## src/rtl/sensor_andar_cabine.sv

```systemverilog
// Plant-side model of the elevator cabin: integrates motor commands into a tick
// position and reports floor level, alignment, end-of-travel limits and a sticky fault.
module sensor_andar_cabine #(
    parameter int N_ANDARES       = 5,
    parameter int TICKS_POR_ANDAR = 4,
    parameter int DIVISOR         = 2,
    parameter int ANDAR_INICIAL   = 0,
    parameter int POS_W           = 8
) (
    input  logic             clock,
    input  logic             reset,
    input  logic             motor_liga,
    input  logic             motor_direcao,
    output logic [2:0]       andar_atual,
    output logic [POS_W-1:0] posicao,
    output logic             no_nivel,
    output logic             em_movimento,
    output logic             fim_curso_inf,
    output logic             fim_curso_sup,
    output logic             falha
);

    localparam int PMAX   = (N_ANDARES - 1) * TICKS_POR_ANDAR;
    localparam int PRE_W  = (DIVISOR > 1) ? $clog2(DIVISOR) : 1;
    localparam int FRAC_W = $clog2(TICKS_POR_ANDAR);

    localparam logic [POS_W-1:0]  POS_MAX   = POS_W'(PMAX);
    localparam logic [POS_W-1:0]  POS_INI   = POS_W'(ANDAR_INICIAL * TICKS_POR_ANDAR);
    localparam logic [PRE_W-1:0]  PRE_ULT   = PRE_W'(DIVISOR - 1);
    localparam logic [FRAC_W-1:0] FRAC_ULT  = FRAC_W'(TICKS_POR_ANDAR - 1);
    localparam logic [2:0]        ANDAR_INI = 3'(ANDAR_INICIAL);

    typedef enum logic [1:0] {
        PASSO_NENHUM,
        PASSO_SOBE,
        PASSO_DESCE,
        PASSO_BLOQUEADO
    } passo_t;

    // Position is also kept as (floor below, ticks above it) so level detection
    // never needs a divider for non-power-of-two TICKS_POR_ANDAR.
    logic [PRE_W-1:0]  prescaler, prescaler_prox;
    logic [FRAC_W-1:0] fracao, fracao_prox;
    logic [2:0]        andar_base, andar_base_prox;
    logic [POS_W-1:0]  posicao_prox;
    logic [2:0]        andar_prox;
    logic              em_movimento_prox;
    logic              oportunidade;
    passo_t            passo;

    // NOTE: every signal driven here gets a default first, so no path leaves it
    // unassigned and no latch is inferred.
    always_comb begin
        oportunidade      = motor_liga && (prescaler == PRE_ULT);
        passo             = PASSO_NENHUM;
        posicao_prox      = posicao;
        fracao_prox       = fracao;
        andar_base_prox   = andar_base;
        em_movimento_prox = em_movimento;
        prescaler_prox    = '0;

        if (motor_liga && !oportunidade) begin
            prescaler_prox = prescaler + PRE_W'(1);
        end

        // The registered limit flags are coherent with posicao, so they gate saturation.
        if (oportunidade) begin
            if (motor_direcao) begin
                passo = fim_curso_sup ? PASSO_BLOQUEADO : PASSO_SOBE;
            end else begin
                passo = fim_curso_inf ? PASSO_BLOQUEADO : PASSO_DESCE;
            end
        end

        case (passo)
            PASSO_SOBE: begin
                posicao_prox = posicao + POS_W'(1);
                if (fracao == FRAC_ULT) begin
                    fracao_prox     = '0;
                    andar_base_prox = andar_base + 3'd1;
                end else begin
                    fracao_prox = fracao + FRAC_W'(1);
                end
            end
            PASSO_DESCE: begin
                posicao_prox = posicao - POS_W'(1);
                if (fracao == '0) begin
                    fracao_prox     = FRAC_ULT;
                    andar_base_prox = andar_base - 3'd1;
                end else begin
                    fracao_prox = fracao - FRAC_W'(1);
                end
            end
            default: begin
            end
        endcase

        if (!motor_liga) begin
            em_movimento_prox = 1'b0;
        end else if (passo == PASSO_SOBE || passo == PASSO_DESCE) begin
            em_movimento_prox = 1'b1;
        end else if (passo == PASSO_BLOQUEADO) begin
            em_movimento_prox = 1'b0;
        end

        // Between levels the last level reached is held, whichever way the cabin moves.
        andar_prox = (fracao_prox == '0) ? andar_base_prox : andar_atual;
    end

    // NOTE: state registers use non-blocking assignments so every register samples
    // the pre-edge values and the update order inside the block does not matter.
    always_ff @(posedge clock) begin
        if (reset) begin
            prescaler     <= '0;
            fracao        <= '0;
            andar_base    <= ANDAR_INI;
            posicao       <= POS_INI;
            andar_atual   <= ANDAR_INI;
            no_nivel      <= 1'b1;
            em_movimento  <= 1'b0;
            fim_curso_inf <= (POS_INI == '0);
            fim_curso_sup <= (POS_INI == POS_MAX);
            falha         <= 1'b0;
        end else begin
            prescaler     <= prescaler_prox;
            fracao        <= fracao_prox;
            andar_base    <= andar_base_prox;
            posicao       <= posicao_prox;
            andar_atual   <= andar_prox;
            no_nivel      <= (fracao_prox == '0);
            em_movimento  <= em_movimento_prox;
            fim_curso_inf <= (posicao_prox == '0);
            fim_curso_sup <= (posicao_prox == POS_MAX);
            falha         <= falha || (passo == PASSO_BLOQUEADO);
        end
    end

endmodule

```

## config.mk

```make
export PLATFORM = sky130hd
export DESIGN_NAME = sensor_andar_cabine
export DESIGN_NICKNAME = d
export VERILOG_FILES = /design/src/rtl/sensor_andar_cabine.sv
export SDC_FILE = /design/constraint.sdc
export NUM_CORES = 1
export LEC_CHECK = 0
export BUFFER_PORTS_ARGS = -buffer_cell sky130_fd_sc_hd__clkbuf_2
export CAP_MARGIN = 20
export CORE_ASPECT_RATIO = 1.75
export CORE_MARGIN = 4
export CORE_UTILIZATION = 40
export CTS_CLUSTER_DIAMETER = 50
export DETAILED_ROUTE_END_ITERATION = 10
export GPL_ROUTABILITY_DRIVEN = 0
export GPL_TIMING_DRIVEN = 0
export PLACE_DENSITY = 0.71
export SLEW_MARGIN = 30
export SYNTH_ARGS = -nofsm -noshare
export SYNTH_HDL_FRONTEND = slang
export SYNTH_SLANG_ARGS = --single-unit
```

## constraint.sdc

```tcl
create_clock -name clock -period 7.15 [get_ports clock]
set_input_delay 0.715 -clock clock [delete_from_list [all_inputs] [get_ports clock]]
set_output_delay 0.715 -clock clock [all_outputs]
set_load 0.01 [all_outputs]
```

==> out/results.ini <==
[power_and_ir_drop]
p_leak_nw=0.7157
ir_worst_vdd_mv=0.1119
power_density_nw_per_um2=161.0

[global_routing]
grt_pass1_vias=1245
grt_usage_pct=15.67
grt_use_met3_pct=2.726
grt_max_degree=13
overflow=0
grt_util_met1_pct=17.96
antenna_found_initial=0
grt_pass1_wl_um=5616
busiest_layer=met2
use_met2_pct=27.15

[clock_network]
cts.path.max_buffers=2
post_cts_resized=0
clock-sinks=22
htree_levels=1
clockRootBuffer=clkbuf_8
clk_latency_ns=0.26
cts_tree=built
clk_pin_slew_ns=0.07
cts_hold_buf=0
cts-buffers-inserted=3
cts_setup_buffers=0

[critical_path]
reg2reg_slack_ns=4.27
required_ns=7.29
rr_startpoint=prescaler$_SDFF_PP0_
slowest_stage=or4_4
arrival_ns=3.23
reg2reg_depth=9
start_kind=primary input
critPathLaunch=motor_liga
cpMostUsedCell=ha_1
crit_type=in2reg
critPathCaptureType=flip-flop
cpPeakStageDelay_ns=0.54
critPathMaxFanout=8
endpoint=fim_curso_inf$_SDFF_PP1_
regToRegEndpoint=fim_curso_inf$_SDFF_PP1_
path_cells=clkbuf_2, nand2_1, or2_2, ha_1, ha_1, a211oi_1, nor2_1, or4_4, nand3_2, o21ai_1

[finish]
seqCellArea_um2=440.4
drive_gt1_share_pct=20.63
nets=209
syn_to_final_growth_pct=14.20
postLayoutCellArea_um2=1660
final_cells=234
multi_input_area_um2=910.9
fillCellCount=361
post-route-util_pct=48.36
antenna_cells=0

[die]
io_pins=20
die_w_um=53.58
die_y_um=87.76
initial_core_util_pct=42.35
core_area_um2=3433
floorplan.die_area_um2=4701
std_cell_rows=28

[yosys]
yosysTopAreaCell=dfxtp_1
synth_edf_count=0
syn_inst=166
synth_ff_type=dfxtp_1
ys_types=49
ys_seq_area_share_pct=30.29
synth_area_per_cell_um2=8.758
netlist_area_um2=1454
async_reset_ff_share_pct=0
synthTopCellsByArea=dfxtp_1 30%, ha_1 12%, nor2_1 4.4%
syn_nets=185
ys_ff_latch=22
ys_warn_count=0
yosysTopAreaCellShare_pct=30.29

[drt]
vias=1296
drc=0
detail_route.first_pass.iterations=4
viasPerCell=5.538
ant_nets=0
initialDrtViolationCount=23
wirelength_um=3246
post_drt_wl_per_cell_um=13.87

[sta]
rsz0062_at_grt=no
fin_hold_ws_ns=0.4128
relSlewSlack_pct=66.87
worst_pin_slew_ns=0.4931
finalHoldViolations=0
slew_viol_final=0
setup_tns_ns=0
period_share_pct=43.23
fmax_mhz=323.5
setup_violations=0
finalClockSkew_ns=0.004920
period_needed_ns=3.091

[place]
dp_cells=230
place_area_um2=1605
port_buffers=19
dp_hpwl_um=2524

[hold_path]
min_path_type=reg2reg

[outcome]
outcome=finished, final reports clean

[run]
cap_violations=0

## worst min path at each step
stage | from | end | slack [ns] | cells after the start
2_1_floorplan | prescaler$_SDFF_PP0_ | prescaler$_SDFF_PP0_ | 0.39 | 1
6_report | prescaler$_SDFF_PP0_ | prescaler$_SDFF_PP0_ | 0.41 | 1
3_5_place_dp | prescaler$_SDFF_PP0_ | prescaler$_SDFF_PP0_ | 0.40 | 1
3_3_place_gp | prescaler$_SDFF_PP0_ | prescaler$_SDFF_PP0_ | 0.40 | 1
5_1_grt | prescaler$_SDFF_PP0_ | prescaler$_SDFF_PP0_ | 0.45 | 1
4_1_cts | prescaler$_SDFF_PP0_ | prescaler$_SDFF_PP0_ | 0.42 | 1
## placed cells by master (no fill, tap or decap), types with 3 or more instances in the layout
cell	instances
mux2i_1	3
ha_1	14
nand3_1	4
inv_1	15
o22a_1	3
dfxtp_1	22
nor2_1	17
o221ai_1	3
a211oi_1	3
nand3b_1	3
nor3_1	6
a21oi_1	9
nand2b_1	5
nand2_1	11
clkbuf_2	19
clkbuf_8	5
## stage by stage
stage               total power (W)  setup slack [ns]
finish                    0.0002673             4.059
global route              0.0002835             3.814
CTS                       0.0002730             4.056
detailed placement        0.0001836             3.790
global placement          0.0001830             3.833
floorplan                 0.0001689             4.148
## cells in the mapped netlist (3+ instances only)
cell	instances
inv_1	15
a21oi_1	9
nor3_1	6
o221ai_1	3
nand3b_1	3
nor2_1	17
o22a_1	3
a211oi_1	3
dfxtp_1	22
ha_1	14
nand3_1	4
mux2i_1	3
nand2_1	11
nand2b_1	5
## report_power, final
group	switching [W]	internal, W
clock network	0.0000379	0.0000490
registers	0.00000440	0.000128
logic	0.0000276	0.0000202
## worst max-delay path, delay by kind of cell
| kind | cells | cell delay [ns] |
|---|---|---|
| AOI/OAI and AO/OA | 2 | 0.48 |
| adders and majority gates | 2 | 0.78 |
| buffers and inverters | 1 | 0.09 |
| and+or+nand+nor | 5 | 1.16 |
## cell families (layout without fill, tap and decap cells)
group / after synthesis / count (layout) / synth area share (%)
AO/OA/AOI/OAI: 40 / 40 / 20.83
AND/OR/NAND/NOR: 64 / 64 / 25.13
flip-flops: 22 / 22 / 30.29
XOR/XNOR: 2 / 2 / 1.205
adder cells (fa/ha/maj): 15 / 15 / 13.43
buffers and inverters: 20 / 43 / 7.056
multiplexers: 3 / 3 / 2.065
## layer usage
| layer | wire length, um | up-vias |
|---|---|---|
| met5 | 0 | - |
| met4 | 89 | 0 |
| li1 | - | 652 |
| met1 | 1332 | 606 |
| met3 | 102 | 10 |
| met2 | 1722 | 28 |
## state kept, by name (all words and copies together) (netlist names), 2 cells and up
| register | count |
|---|---|
| fracao | 2 |
| andar_atual | 3 |
| posicao | 8 |
| andar_base | 3 |
## cell type report
| type | instances | share of cell area, % |
|---|---|---|
| sequential | 22 | 26.53 |
| timing repair buffer | 19 | 5.727 |
| multi-input combinational | 124 | 54.86 |
| inverter | 15 | 3.391 |
| tap | 45 | 3.391 |
| clock buffer | 4 | 3.316 |
| buffer | 5 | 2.788 |
No activity file was read; power rests on OpenSTA's default activity.
